`src/rtl/pattern_sequencer_pkg.sv`:
```
// ---------------------------------------------------------------------------
// led_display_package
//   Shared types for the LED display path: the row type carried between the
//   pattern generators and the display driver, and the pattern sequencer
//   state encoding.
//
//   GL_NUM_COL_PIXELS  number of pixels in one display row
//   rgb_row_t          one row of pixels, each pixel {b,g,r}
//   seq_state_t        pattern sequencer states
//   next_colour()      colour step used when the pattern list wraps;
//                      cycles 1..7 and never yields black
// ---------------------------------------------------------------------------
package led_display_package;

    localparam int GL_NUM_COL_PIXELS = 8;

    typedef logic [GL_NUM_COL_PIXELS-1:0][2:0] rgb_row_t;

    typedef enum logic [1:0] {
        SEQ_IDLE,
        SEQ_RUN,
        SEQ_BLANK
    } seq_state_t;

    function automatic logic [2:0] next_colour(input logic [2:0] colour);
        return (colour == 3'd7) ? 3'd1 : colour + 3'd1;
    endfunction

endpackage

```
`src/rtl/pattern_sequencer_frame_counter.sv`:
```
// ---------------------------------------------------------------------------
// frame_counter
//   Counts frame ticks up to a terminal value and holds there. Used by the
//   sequencer both for the dwell period and for the blank gap; the caller
//   picks the terminal value for the current phase.
//
//   clk          system clock
//   rst          asynchronous reset, active-high (count -> 0)
//   clear        synchronous clear, wins over tick
//   tick         count one frame
//   terminal     terminal count for the current phase
//   at_terminal  count == terminal
// ---------------------------------------------------------------------------
module frame_counter #(
    parameter int W = 4
) (
    input  logic         clk,
    input  logic         rst,
    input  logic         clear,
    input  logic         tick,
    input  logic [W-1:0] terminal,
    output logic         at_terminal
);

    logic [W-1:0] count;

    assign at_terminal = (count == terminal);

    // Saturates at the terminal value so a long manual dwell cannot wrap
    // the counter back through zero.
    always_ff @(posedge clk or posedge rst) begin
        if (rst) begin
            count <= '0;
        end else if (clear) begin
            count <= '0;
        end else if (tick && !at_terminal) begin
            count <= count + W'(1);
        end
    end

endmodule

```
`src/rtl/pattern_sequencer.sv`:
```
// ---------------------------------------------------------------------------
// pattern_sequencer
//   Schedules several pattern generators onto the single row datapath that
//   feeds the display driver. One source is shown at a time for a number of
//   frames, optional blank frames separate patterns, the incoming generator
//   is restarted, and the colour handed to all generators steps each time the
//   pattern list wraps.
//
//   clk_in               system clock
//   reset_in             asynchronous reset, active-high
//   enable_in            1 = sequence runs, 0 = display blanked (IDLE)
//   auto_in              1 = advance when the dwell expires
//   pause_in             freeze frame counting
//   next_in              1-cycle pulse: advance now (ignored while blanking)
//   frame_done_in        1-cycle pulse from the driver at each frame end
//   pattern_rows_in      current row from each pattern source
//   colour_out           colour for all generators, {b,g,r}
//   pattern_sel_out      index of the active pattern
//   pattern_restart_out  one-hot 1-cycle restart for the incoming generator
//   row_out              registered row to the display driver
// ---------------------------------------------------------------------------
module pattern_sequencer
    import led_display_package::*;
#(
    parameter int NUM_PATTERNS = 4,
    parameter int DWELL_FRAMES = 600,
    parameter int BLANK_FRAMES = 8,
    localparam int SEL_W = $clog2(NUM_PATTERNS)
) (
    input  logic                    clk_in,
    input  logic                    reset_in,
    input  logic                    enable_in,
    input  logic                    auto_in,
    input  logic                    pause_in,
    input  logic                    next_in,
    input  logic                    frame_done_in,
    input  rgb_row_t                pattern_rows_in [NUM_PATTERNS],
    output logic [2:0]              colour_out,
    output logic [SEL_W-1:0]        pattern_sel_out,
    output logic [NUM_PATTERNS-1:0] pattern_restart_out,
    output rgb_row_t                row_out
);

    localparam int CNT_MAX = (DWELL_FRAMES > BLANK_FRAMES) ? DWELL_FRAMES : BLANK_FRAMES;
    localparam int CNT_W   = $clog2(CNT_MAX + 1);
    localparam bit HAS_BLANK = (BLANK_FRAMES > 0);

    localparam logic [CNT_W-1:0] DWELL_TERM = CNT_W'(DWELL_FRAMES - 1);
    localparam logic [CNT_W-1:0] BLANK_TERM = HAS_BLANK ? CNT_W'(BLANK_FRAMES - 1) : '0;

    localparam logic [SEL_W-1:0]        LAST_SEL  = SEL_W'(NUM_PATTERNS - 1);
    localparam logic [NUM_PATTERNS-1:0] FIRST_ONE = NUM_PATTERNS'(1);

    seq_state_t              state, state_n;
    logic [SEL_W-1:0]        sel_n;
    logic [2:0]              colour_n;
    logic [NUM_PATTERNS-1:0] restart_n;
    rgb_row_t                row_n;

    logic             frame;       // a frame that counts (not paused)
    logic             cnt_clear;
    logic             cnt_tick;
    logic             at_term;
    logic [CNT_W-1:0] cnt_terminal;
    logic             advance;     // step to the next pattern this cycle
    logic             start;       // IDLE -> RUN entry

    assign cnt_terminal = (state == SEQ_BLANK) ? BLANK_TERM : DWELL_TERM;

    frame_counter #(
        .W (CNT_W)
    ) u_frame_counter (
        .clk         (clk_in),
        .rst         (reset_in),
        .clear       (cnt_clear),
        .tick        (cnt_tick),
        .terminal    (cnt_terminal),
        .at_terminal (at_term)
    );

    always_comb begin
        frame     = frame_done_in & ~pause_in;
        state_n   = state;
        cnt_clear = 1'b0;
        cnt_tick  = 1'b0;
        advance   = 1'b0;
        start     = 1'b0;

        if (!enable_in) begin
            // Disable overrides every other event; position is kept.
            state_n   = SEQ_IDLE;
            cnt_clear = 1'b1;
        end else begin
            case (state)
                SEQ_IDLE: begin
                    state_n   = SEQ_RUN;
                    cnt_clear = 1'b1;
                    start     = 1'b1;
                end
                SEQ_RUN: begin
                    cnt_tick = frame;
                    // next_in and dwell expiry in the same cycle collapse
                    // into a single exit, hence a single advance.
                    if ((auto_in & frame & at_term) | next_in) begin
                        cnt_clear = 1'b1;
                        if (HAS_BLANK) begin
                            state_n = SEQ_BLANK;
                        end else begin
                            advance = 1'b1;
                        end
                    end
                end
                SEQ_BLANK: begin
                    cnt_tick = frame;
                    if (frame & at_term) begin
                        cnt_clear = 1'b1;
                        advance   = 1'b1;
                        state_n   = SEQ_RUN;
                    end
                end
                default: begin
                    state_n   = SEQ_IDLE;
                    cnt_clear = 1'b1;
                end
            endcase
        end

        sel_n    = pattern_sel_out;
        colour_n = colour_out;
        if (advance) begin
            if (pattern_sel_out == LAST_SEL) begin
                sel_n    = '0;
                colour_n = next_colour(colour_out);
            end else begin
                sel_n = pattern_sel_out + SEL_W'(1);
            end
        end

        // Restart is registered so it lines up with the new select.
        restart_n = (advance | start) ? (FIRST_ONE << sel_n) : '0;

        row_n = (state == SEQ_RUN && enable_in) ? pattern_rows_in[pattern_sel_out] : '0;
    end

    always_ff @(posedge clk_in or posedge reset_in) begin
        if (reset_in) begin
            state               <= SEQ_IDLE;
            pattern_sel_out     <= '0;
            colour_out          <= 3'b001;
            pattern_restart_out <= '0;
            row_out             <= '0;
        end else begin
            state               <= state_n;
            pattern_sel_out     <= sel_n;
            colour_out          <= colour_n;
            pattern_restart_out <= restart_n;
            row_out             <= row_n;
        end
    end

endmodule
```
`config.mk`:
```
export PLATFORM = sky130hd
export DESIGN_NAME = pattern_sequencer
export DESIGN_NICKNAME = d
export VERILOG_FILES = /design/src/rtl/pattern_sequencer_pkg.sv /design/src/rtl/pattern_sequencer_frame_counter.sv /design/src/rtl/pattern_sequencer.sv
export SDC_FILE = /design/constraint.sdc
export NUM_CORES = 1
export LEC_CHECK = 0
export BUFFER_PORTS_ARGS = -buffer_cell sky130_fd_sc_hd__buf_2
export CORE_UTILIZATION = 50
export CTS_CLUSTER_DIAMETER = 150
export CTS_CLUSTER_SIZE = 8
export DETAILED_ROUTE_END_ITERATION = 8
export PLACE_DENSITY_LB_ADDON = 0.12
export REMOVE_ABC_BUFFERS = 1
export SYNTH_ARGS = -nofsm -noshare
export SYNTH_HDL_FRONTEND = slang
export SYNTH_HIERARCHICAL = 1
export SYNTH_SLANG_ARGS = --single-unit
```
`constraint.sdc`:
```
create_clock -name clk_in -period 8.5 [get_ports clk_in]
set_input_delay 1.7 -clock clk_in [delete_from_list [all_inputs] [get_ports clk_in]]
set_output_delay 1.7 -clock clk_in [all_outputs]
set_load 0.03 [all_outputs]
```
## Word level (Yosys, flattened, before mapping)

Cells that the tools add are included.

- Register bits after elaboration: 45
- Input bits: 103
- Output and inout bits: 33
- Logic and storage cells: 66

- Add/sub/neg operators: 3
- Order comparisons: 1
- Equal/unequal tests: 7
- Shift operators: 1
- Mux-type cells: 25
- Bitwise gates (word level): 8
- Reduce and logical (&&, ||, !) cells: 8

Operator list:

| cell | number |
|---|---|
| $mux W24 | 3 |
| $bmux W24 S2 | 1 |
| $mux W10 | 3 |
| $add A10 B1 Y10 const B | 1 |
| $eq A10 B10 Y1 | 1 |
| $mux W2 | 5 |
| $mux W1 | 9 |
| $pmux W2 S3 | 1 |
| $and A1 B1 Y1 | 4 |
| $eq A2 B2 Y1 const B | 2 |
| $mux W4 | 1 |
| $reduce_and A2 Y1 | 2 |
| $shl A1 B2 Y4 const A | 1 |
| $add A3 B1 Y3 const B | 1 |
| $eq A3 B3 Y1 const B | 1 |
| $ge A3 B3 Y1 const B | 1 |
| $mux W3 | 1 |
| $ne A3 B2 Y1 const B | 1 |
| $ne A3 B3 Y1 const B | 1 |
| $not A2 Y3 | 1 |
| $add A2 B1 Y2 const B | 1 |
| $eq A2 B1 Y1 const B | 1 |
| $logic_and A1 B1 Y1 | 2 |
| $logic_not A2 Y1 | 1 |
| other kinds (6) | 7 |

## Longest topological paths before layout

Gate-level depths: netlist of the first run.

- Word-level depth: 10
- Gate-level depth with buffers: 14
- Mapped depth without buffers: 12

## Modules after synthesis

The synthesis of the first run kept the hierarchy.

Modules (own cells, without submodules):

| module | instances | cells an instance | area an instance (sq um) | seq. area each (sq um) |
|---|---|---|---|---|
| pattern_sequencer | 1 | 142 | 2,019.4 | 877.1 |
| frame_counter | 1 | 72 | 762.0 | 250.2 |

## Worst setup path after synthesis of the first run

OpenSTA, ideal clock, no wires.

- Path type: input port to flip-flop
- Start point: input port enable_in
- End point: register u_frame_counter.count[9]
- Library setup time: 0.128 ns
- Arrival time: 2.929 ns
- Required time: 8.372 ns
- Slack: 5.443 ns
- Stages: 5
- Path buffers: 1
- Path through: buf_2 > and4b_1 > nand4_1 > nor4_2 > mux2_1

- Word-level cells in the longest chain between the ends: 3
- Elaborated cells on any way between the ends: 5
- Those cells by class: mux (3); reduce/logical (2)

Ends and longest elaborated chain:

| what | RTL line | text |
|---|---|---|
| start, declared | pattern_sequencer.sv:32 | `input logic enable_in,` |
| $mux W1 | pattern_sequencer.sv:89 | `if (!enable_in) begin` |
| net cnt_tick | pattern_sequencer.sv:62 | `logic cnt_tick;` |
| $logic_and A1 B1 Y1 | pattern_sequencer_frame_counter.sv:36 | `end else if (tick && !at_terminal) begin` |
| $reduce_bool A2 Y1 (no source line) | -- |  |
| end signal, assigned | pattern_sequencer_frame_counter.sv:37 | `count <= count + W'(1);` |
| end, declared | pattern_sequencer_frame_counter.sv:25 | `logic [W-1:0] count;` |

The timed path passes the listed nets, and every way through them passes these cells.
A chain may end at the register's enable or synchronous reset.

## Worst setup path in the final report of the first run

- Start point: register state[0]
- End point: register u_frame_counter.count[9]

- Word-level cells in the longest chain between the ends: 9
- Elaborated cells on any way between the ends: 18
- Those cells by class: eq/ne (3); mux (8); bitwise (3); reduce/logical (4)

Ends and longest elaborated chain:

| what | RTL line | text |
|---|---|---|
| start, declared | pattern_sequencer.sv:54 | `seq_state_t state, state_n;` |
| start signal, assigned | pattern_sequencer.sv:153 | `state <= state_n;` |
| $eq A2 B2 Y1 * | pattern_sequencer.sv:68 | `assign cnt_terminal = (state == SEQ_BLANK) ? BLANK_TERM : DWELL_TERM;` |
| $mux W10 * | pattern_sequencer.sv:68 |  |
| net cnt_terminal[4] | pattern_sequencer.sv:64 | `logic [CNT_W-1:0] cnt_terminal;` |
| $eq A10 B10 Y1 * | pattern_sequencer_frame_counter.sv:27 | `assign at_terminal = (count == terminal);` |
| net at_term | pattern_sequencer.sv:63 | `logic at_term;` |
| $and A1 B1 Y1 | pattern_sequencer.sv:104 | `if ((auto_in & frame & at_term) \| next_in) begin` |
| $or A1 B1 Y1 | pattern_sequencer.sv:104 |  |
| $mux W1 | pattern_sequencer.sv:104 |  |
| $pmux W1 S2 * | pattern_sequencer.sv:94 | `case (state)` |
| $mux W1 * | pattern_sequencer.sv:89 |  |
| net cnt_clear | pattern_sequencer.sv:61 | `logic cnt_clear;` |
| $mux W10 / $reduce_bool A2 Y1 (equally long branches) | -- |  |

The timed path passes the listed nets; every way through them passes the cells marked *.

==> flow_summary.ini, run 1 <==
[routing]
via_per_inst = 5.29
drtAntennaViolNets = 0
wl_per_cell_um = 14.9
finalWirelength_um = 6290
drt-initial-drc-count = 86
vias = 2229
firstDrtPassIters = 4
drc = 0

[sta]
fin_crit_ps = 3410
setup_viol = 0
tightest_slew_ps = 836
finalMaxSlewViolations = 0
tns_ps = 0
hold_viol = 0
timing.fmax_ghz = 0.294
finalCritPeriodShare_pct = 40.1
finClkSkew_ps = 4.08
slew_headroom_pct = 43.9
grt_setup_unrepaired = false

[finish]
layout.cells.non_filler = 421
layout_common_cells = buf_2, dfrtp_1, nor2b_1
multi_input_area_mm2 = 0.00155
fillCellCount = 433
nets = 461
antenna_cells = 0
finalInstanceArea_mm2 = 0.00358
areaGrowthSynthToFinish_pct = 28.8
mostFrequentLayoutCell = buf_2
drive_gt1_share_pct = 53.8
regArea_mm2 = 0.00113

[cts]
clk_path_buf_depth = 2
numClockSinks = 45
ctsHoldBuffers = 0
path_clk_slew_ps = 80
cts-root-buf = clkbuf_8
htreeDepth = 2
ctsResizeCount = 0
postCtsSetupBuffers = 0
clock_latency_ps = 300
cts_buffers = 5
cts_tree = done

[setup_path]
crit_type = reg -> reg
slowest_stage = nor4_4
ff2ff_path_depth = 10
r2r-start = state[0]
cp_slowest_stage_delay_ps = 720
cp_max_fo = 19
worstPathArrival_ps = 3590
crit_path_end_kind = flip-flop
cp-start-kind = flip-flop
r2r_slack_ps = 5090
critical_path_required_ps = 8680
crit_top_cell = inv_1
r2r-end = u_frame_counter/count[9]
cp_cell_sequence = inv_1, ha_1, inv_1, xnor2_1, nand4_2, nor4_4, and4b_1, nand4b_1, nor2_1, mux2_1

[worst_hold_path]
holdPathEnd = colour_out[2]
min_from = colour_out[2]
hold_depth = 1
holdCritPathClass = reg -> reg

[global_route]
grt_max_degree = 36
gr-total-overflow = 0
grt.total_usage_pct = 23.5
grt_pass1_wl_um = 10500
grt_pass1_vias = 2206
antenna_found_initial = 0

[logic_synthesis]
netlist_area_mm2 = 0.00278
ys.flop_type = dfrtp_1
syn_inst = 214
async_flop_share_pct = 100
yosysSeqAreaShare_pct = 40.5
synth_edf_count = 0
synthDistinctLibCells = 48
synth_seq_cells = 45
yosys_warnings = 6
avgSynthCellArea_um2 = 13.0

[placement]
place.gp.congestion = 0.791
portBuffers = 135
dpl.hpwl_um = 5070
placed_cells = 413
dpl-instance-area_mm2 = 0.00349

[die]
fp.dieW_um = 76.6
die-area_mm2 = 0.00587
die_y_um = 76.6
ios = 136
start_util_pct = 53.1
core_mm2 = 0.00524
num_rows = 26

[power_and_ir_drop]
finalPower_uw = 522
peakVddDrop_mv = 0.0823
p_leak_nw = 1.76
powerDensity_mw_per_mm2 = 146

[job]
max-cap-violations = 0

[run_status]
status = complete, no violations
-- worst max-delay path: cells and delay by family, from the launching register on --
kind / cells / cell delay (ps)
xor+xnor: 1 / 170
flops: 1 / 380
fa+ha+maj: 1 / 250
simple gates: 5 / 1850
mux: 1 / 300
buf+inv: 2 / 330
-- how the worst max path moves through the flow --
stage / start / endpoint / slack [ps] / cells past startpoint
4_1_cts: state[0] / u_frame_counter/count[9] / 5060 / 10
3_3_place_gp: auto_in / u_frame_counter/count[4] / 5090 / 6
6_report: state[0] / u_frame_counter/count[9] / 5090 / 10
5_1_grt: state[0] / u_frame_counter/count[9] / 4750 / 10
3_5_place_dp: pause_in / u_frame_counter/count[4] / 5030 / 6
2_1_floorplan: pattern_sel_out[0] / pattern_sel_out[0] / 5400 / 0
-- layout make-up --
class                           instances  share of cell area, %
Clock buffer                            7                   2.41
Clock inverter                          1                  0.210
Timing Repair Buffer                  138                   19.5
Inverter                                7                  0.733
Tap cell                               70                   2.44
Multi-Input combinational cell        153                   43.2
Sequential cell                        45                   31.5
-- through the flow --
step	utilization (%)	hold slack (ps)	setup WS, ps
after CTS	68.4	552	5060
after global routing	68.4	574	4750
final	68.4	553	5090
after detailed placement	66.6	533	5030
after floorplan	-	551	5400
after global placement	66.6	525	5090
-- per-layer routing --
metal / GRT usage (%) / vias to the layer above / share of wire (%) / wire length [um]
li1: - / 1056 / - / -
met1: 27.0 / 1097 / 37 / 2330
met5: 0 / - / 0 / 0
met3: 4.67 / 9 / 4.4 / 276
met4: 8.46 / 0 / 1.6 / 98
met2: 43.0 / 67 / 57 / 3590
-- flip-flops by register name, indices dropped and copies added (netlist names) --
signal and count:
row_out 24, u_frame_counter/count 10, pattern_restart_out 4, colour_out 3, pattern_sel_out 2, state 2
-- Yosys cell counts (2+ instances only) --
library cell,count,area share [%]
buf_6,5,2.0
mux2i_1,2,0.72
mux2_2,5,2.0
or4_1,6,1.6
dfrtp_1,44,40
clkbuf_1,4,0.54
a21oi_1,5,0.90
conb_1,2,0.27
o31ai_1,4,1.1
nor3_1,2,0.36
nor2b_1,28,6.3
nor2_1,3,0.40
xnor2_1,6,1.9
ha_1,8,3.6
buf_2,4,0.72
nand4_1,7,1.6
nand3_1,2,0.36
o32ai_1,2,0.63
nand2b_1,3,0.67
inv_1,7,0.94
mux4_2,24,19
nand2_1,9,1.2
o21ai_0,5,0.90
and4b_1,3,1.1
-- power breakdown --
group          internal, mW  total [mW]  switching [mW]
combinational        0.0592       0.149          0.0898
sequential            0.232       0.238         0.00636
clock                0.0660       0.135          0.0690
-- cells by family (layout without fill, tap and decap cells) --
logic type | count (synthesis) | after routing | synth area share [%]
AO/OA/AOI/OAI | 23 | 23 | 5.94
XOR/XNOR | 10 | 10 | 4.77
adder cells (fa/ha/maj) | 8 | 8 | 3.60
buffers and inverters | 21 | 153 | 4.50
flip-flops | 45 | 45 | 40.5
multiplexers | 33 | 33 | 23.1
other | 2 | 7 | 0.270
AND/OR/NAND/NOR | 72 | 72 | 17.3
Power figures use the tool's default switching activity.
==> run 2, diff against run 1 <==
--- a/config.mk
+++ b/config.mk
@@ -5,8 +5,9 @@
 export SDC_FILE = /design/constraint.sdc
 export NUM_CORES = 1
 export LEC_CHECK = 0
+export ABC_AREA = 1
 export BUFFER_PORTS_ARGS = -buffer_cell sky130_fd_sc_hd__buf_2
-export CORE_UTILIZATION = 50
+export CORE_UTILIZATION = 43
 export CTS_CLUSTER_DIAMETER = 150
 export CTS_CLUSTER_SIZE = 8
 export DETAILED_ROUTE_END_ITERATION = 8
==> constraint.sdc (replaced) <==
create_clock -name clk_in -period 2.9 [get_ports clk_in]
set_input_delay 0.58 -clock clk_in [delete_from_list [all_inputs] [get_ports clk_in]]
set_output_delay 0.58 -clock clk_in [all_outputs]
set_load 0.03 [all_outputs]
==> run 2 against run 1 <==
Against the previous run: combinational power rose to 2.9 times the previous value; critical endpoint is now u_frame_counter/count[1]; sequential cell count is the same; clock-buffer cell count unchanged; hold slack got worse by 300 ps; utilization fell by 12 points; cell count is 56% higher; via count rose by 43%.
==> flow_summary.ini, run 2 <==
[global_route]
grt.total_usage_pct = 23.1
grt_max_degree = 49
grt_pass1_vias = 2961
gr-total-overflow = 0
antenna_found_initial = 0
grt_pass1_wl_um = 13500

[finish]
nets = 686
layout_common_cells = buf_2, nor2_1, nand2_1
fillCellCount = 678
regArea_mm2 = 0.00113
largestRegisters = row_out: 24 flops, u_frame_counter/count: 10 flops, pattern_restart_out: 4 flops
multi_input_area_mm2 = 0.00158
mostFrequentLayoutCell = buf_2
largest-register = row_out
areaGrowthSynthToFinish_pct = 27.2
drive_gt1_share_pct = 28.8
fin_util_pct = 56.4
antenna_cells = 0
layout.cells.non_filler = 656
finalInstanceArea_mm2 = 0.00381
largest_reg_flops = 24

[logic_synthesis]
synth_area_leaders = dfrtp_1, nor2_1, nand2_1
ys_top_cells_by_count = nor2_1, nand2_1, dfrtp_1, o21ai_0, inv_1
synth_top_family_by_area = simple AND/OR/NAND/NOR gates
netlist_area_mm2 = 0.00299
synth_xor_area_share_pct = 1.17
synth_top_area_share_pct = 36.8
yosys_warnings = 6
synthAdderAreaFrac_pct = 3.34
syn_inst = 435
synth-simple-area-share_pct = 32.8
yosysSeqAreaShare_pct = 37.7
synth_edf_count = 0
synthMostInstantiatedCell = nor2_1
async_flop_share_pct = 100
synthDistinctLibCells = 28
ys.flop_type = dfrtp_1
muxShareOfSynthArea_pct = 0
avgSynthCellArea_um2 = 6.88
synth_seq_cells = 45
synth_top_cell_by_area = dfrtp_1
synth-compound-area-share_pct = 13.8

[die]
ios = 136
num_rows = 30
die_y_um = 85.4
start_util_pct = 44.3
core_mm2 = 0.00676
die-area_mm2 = 0.00730
fp.dieW_um = 85.4

[worst_hold_path]
holdCritPathClass = in -> async

[power_and_ir_drop]
peakVddDrop_mv = 0.166
p_leak_nw = 2.24
powerDensity_mw_per_mm2 = 413
finalPower_mw = 1.57

[sta]
tightest_slew_ps = 678
holdWs_ps = 254
slew_headroom_pct = 54.7
setup_slack_ps = 589
tns_ps = 0
hold_viol = 0
fin_crit_ps = 2310
grt_setup_unrepaired = false
finalCritPeriodShare_pct = 79.7
setup_viol = 0
finClkSkew_ps = 10.3
finalMaxSlewViolations = 0
timing.fmax_ghz = 0.433

[routing]
drtAntennaViolNets = 0
via_per_inst = 4.87
firstDrtPassIters = 4
drt-initial-drc-count = 133
finalWirelength_um = 8140
vias = 3196
drc = 0
wl_per_cell_um = 12.4

[setup_path]
cp-start-kind = flip-flop
worstPathArrival_ps = 2510
crit_path_end_kind = flip-flop
r2r-end = u_frame_counter/count[1]
r2r_slack_ps = 590
critical_path_required_ps = 3100
crit_type = reg -> reg
ff2ff_path_depth = 19
cp_max_fo = 20
r2r-start = state[0]

[cts]
path_clk_slew_ps = 90
cts-root-buf = clkbuf_8
htreeDepth = 2
postCtsSetupBuffers = 0
clock_latency_ps = 310
ctsResizeCount = 0
cts_buffers = 5
cts_tree = done
ctsHoldBuffers = 0
clk_path_buf_depth = 2
numClockSinks = 45

[placement]
pre_cts_ws_ps = 614
dpl.hpwl_um = 6030
dpl-instance-area_mm2 = 0.00371
placed_cells = 648
portBuffers = 135
place.gp.congestion = 0.884

[job]
max-cap-violations = 0

[run_status]
status = complete, no violations
-- run 2: changes by cell type after synthesis, moves of 20 or more --
cell     change
nand3_1     +21
nor2_1     +105
inv_1       +33
nor2b_1     -28
a21oi_1     +20
nand2_1     +68
mux4_2      -24
o21ai_0     +38
-- run 2: power by group --
group / total (mW) / internal, mW / switching (mW)
Clock: 0.440 / 0.216 / 0.225
Sequential: 0.696 / 0.678 / 0.0179
Combinational: 0.436 / 0.147 / 0.288
Total: 1.57 / 1.04 / 0.531
-- run 2: metal layers --
metal	routed length (um)	vias up	part of all wire (%)	track usage, %
li1	-	1650	-	-
met1	3530	1445	43	28.4
met2	4100	91	50	41.4
met3	407	10	5.0	4.47
met4	106	0	1.3	6.06
met5	0	-	0	0
-- run 2: worst max path at each step --
stage / from / to / slack [ps] / cells after the start
2_1_floorplan: state[0] / u_frame_counter/count[1] / 530 / 16
3_3_place_gp: state[0] / u_frame_counter/count[0] / 720 / 19
3_5_place_dp: state[0] / u_frame_counter/count[1] / 610 / 19
4_1_cts: state[0] / u_frame_counter/count[1] / 580 / 19
5_1_grt: state[0] / u_frame_counter/count[3] / 340 / 19
6_report: state[0] / u_frame_counter/count[1] / 590 / 19
-- run 2: layout make-up --
cell class	count	area share, %
clock inverter	1	0.131
sequential	45	29.6
inverter	43	4.24
timing repair buffer	143	19.3
clock buffer	7	2.53
multi-input combinational	337	41.6
tap	80	2.63
-- run 2: critical path, cell delays in order, from the launching register on --
cell and delay [ps]:
dfrtp_1 400, inv_1 80, ha_1 240, inv_1 150, inv_1 60, nand2_1 50
nand2_1 60, nor2_2 110, inv_1 50, nor2_1 100, nand2_1 70, inv_1 80
nand4_1 120, nand2_1 110, nand2_1 50, nand4_1 60, inv_1 40, buf_4 190
nand4_1 110, nand2_1 60
-- run 2: cell families after synthesis --
logic type | Yosys count
adder cells (fa/ha/maj) | 8
other | 2
flip-flops | 45
AO/OA/AOI/OAI | 79
buffers and inverters | 65
XOR/XNOR | 4
AND/OR/NAND/NOR | 232
==> run 3, diff against run 2 <==
--- a/config.mk
+++ b/config.mk
@@ -7,7 +7,7 @@
 export LEC_CHECK = 0
 export ABC_AREA = 1
 export BUFFER_PORTS_ARGS = -buffer_cell sky130_fd_sc_hd__buf_2
-export CORE_UTILIZATION = 43
+export CORE_UTILIZATION = 48
 export CTS_CLUSTER_DIAMETER = 150
 export CTS_CLUSTER_SIZE = 8
 export DETAILED_ROUTE_END_ITERATION = 8
==> constraint.sdc (replaced) <==
create_clock -name clk_in -period 2.35 [get_ports clk_in]
set_input_delay 0.47 -clock clk_in [delete_from_list [all_inputs] [get_ports clk_in]]
set_output_delay 0.47 -clock clk_in [all_outputs]
set_load 0.03 [all_outputs]
==> run 3 against run 2 <==
Against the previous run: first-iteration DRC count rose by 41%; hold slack got worse by 81 ps; sequential power rose by 23%; critical path type unchanged; critical endpoint is now u_frame_counter/count[8]; largest cell class unchanged; largest power group unchanged.
==> flow_summary.ini, run 3 (synthesis gave the netlist of run 2 again) <==
[sta]
holdWs_ps = 172
finalMaxSlewViolations = 0
hold_viol = 0
fin_crit_ps = 2190
tns_ps = 0
grt_setup_unrepaired = true
tightest_slew_ps = 634
setup_slack_ps = 159
setup_viol = 0
finalCritPeriodShare_pct = 93.2
timing.fmax_ghz = 0.456
finClkSkew_ps = 5.22
slew_headroom_pct = 57.7

[finish]
layout_common_cells = buf_2, nor2_1, nand2_1
drive_gt1_share_pct = 31.7
finalInstanceArea_mm2 = 0.00393
nets = 700
layout.cells.non_filler = 665
largest-register = row_out
areaGrowthSynthToFinish_pct = 31.3
mostFrequentLayoutCell = buf_2
largestRegisters = row_out: 24 flops, u_frame_counter/count: 10 flops, pattern_restart_out: 4 flops
largest_reg_flops = 24
antenna_cells = 0
fillCellCount = 544

[power_and_ir_drop]
peakVddDrop_mv = 0.373
p_leak_nw = 2.27
powerDensity_mw_per_mm2 = 501

[die]
start_util_pct = 50.3
core_mm2 = 0.00596
ios = 136
die-area_mm2 = 0.00656
num_rows = 28
die_y_um = 81.0
fp.dieW_um = 81.0

[routing]
vias = 3292
firstDrtPassIters = 5
drt-initial-drc-count = 187
drc = 0
drtAntennaViolNets = 0
finalWirelength_um = 8160
wl_per_cell_um = 12.3
via_per_inst = 4.95

[run_status]
status = complete, no violations

[global_route]
grtUsageMet1_pct = 32.2
antenna_found_initial = 0
grt.total_usage_pct = 26.3
top_usage_layer = met2
grt_util_met2_pct = 46.9
grt_use_met3_pct = 4.49
grt_pass1_wl_um = 13300
grt_pass1_vias = 2978
grt_max_degree = 49
gr-total-overflow = 0

[cts]
htreeDepth = 2
cts_tree = done
clock_latency_ps = 290
clk_path_buf_depth = 2
ctsHoldBuffers = 0
cts-root-buf = clkbuf_8
numClockSinks = 45
path_clk_slew_ps = 80
cts_buffers = 5

[setup_path]
critical_path_required_ps = 2540
cp_max_fo = 5
worstPathArrival_ps = 2380
ff2ff_path_depth = 18
r2r-end = u_frame_counter/count[8]
r2r-start = state[1]
crit_path_end_kind = flip-flop
r2r_slack_ps = 160
cp-start-kind = flip-flop
crit_type = reg -> reg

[placement]
place.gp.congestion = 0.857
portBuffers = 135
dpl-instance-area_mm2 = 0.00375
dpl.hpwl_um = 5940
placed_cells = 649
pre_cts_ws_ps = 28.6

[job]
max-cap-violations = 0

[worst_hold_path]
holdCritPathClass = in -> async
-- run 3: cell count changes in the layout (fill, tap and decap cells not counted), sizes merged --
cell      delta
clkbuf       +1
clkinv       -1
buf         +11
clkinvlp     +4
inv          -1
-- run 3: worst max-delay path by stage --
stage	from	depth (start not counted)	end	slack, ps
after global routing	state[1]	18	u_frame_counter/count[8]	-10
after floorplan	state[0]	16	u_frame_counter/count[1]	-20
after global placement	state[1]	17	u_frame_counter/count[0]	120
after detailed placement	state[0]	16	u_frame_counter/count[5]	30
after CTS	state[1]	18	u_frame_counter/count[9]	20
final	state[1]	18	u_frame_counter/count[8]	160
-- run 3: area by class of cell --
cell class              count  area (um^2)  area share [%]
clock buffers               8         90.1            2.29
inverters                  43          168            4.26
multi-input cells         337         1610            40.9
flip-flops and latches     45         1130            28.7
well taps                  75         93.8            2.39
repair buffers            154          822            20.9
repair inverters            3         22.5           0.573
-- run 3: power by group --
group          switching [mW]  internal (mW)
Sequential             0.0212          0.837
Combinational           0.398          0.225
Clock                   0.251          0.240
Total                   0.669           1.30
-- run 3: critical path: stages, from the launching register on --
cell and delay (ps):
dfrtp_1 440, ha_4 200, inv_4 70, inv_2 40
nand2_2 50, nand2_2 60, nor2_4 110, inv_1 50
nor2_1 80, nand2_1 90, inv_2 60, nand4_1 90
nand2_1 100, nand2_1 60, nand4_1 120, buf_6 150
clkinvlp_4 140, nand3_1 120, nand2_1 60
-- run 3: what timing repair did --
item / CTS / global route
endpoints found under the setup margin: 2 / 17
gates cloned: 3 / 0
gates resized for setup: 4 / 12
setup buffers: 2 / 3
pin swaps: 0 / 9
-- run 3: through the flow --
stage | power (mW) | util [%]
finish | 1.97 | 66.0
global route | 2.08 | 66.0
CTS | 1.96 | 65.1
detailed placement | 1.42 | 62.9
global placement | 1.42 | 62.9
floorplan | 1.19 | -
-- run 3: routing by layer --
metal,vias up,wire (um)
li1,1676,-
met5,-,0
met4,0,133
met2,134,4140
met3,14,424
met1,1468,3460
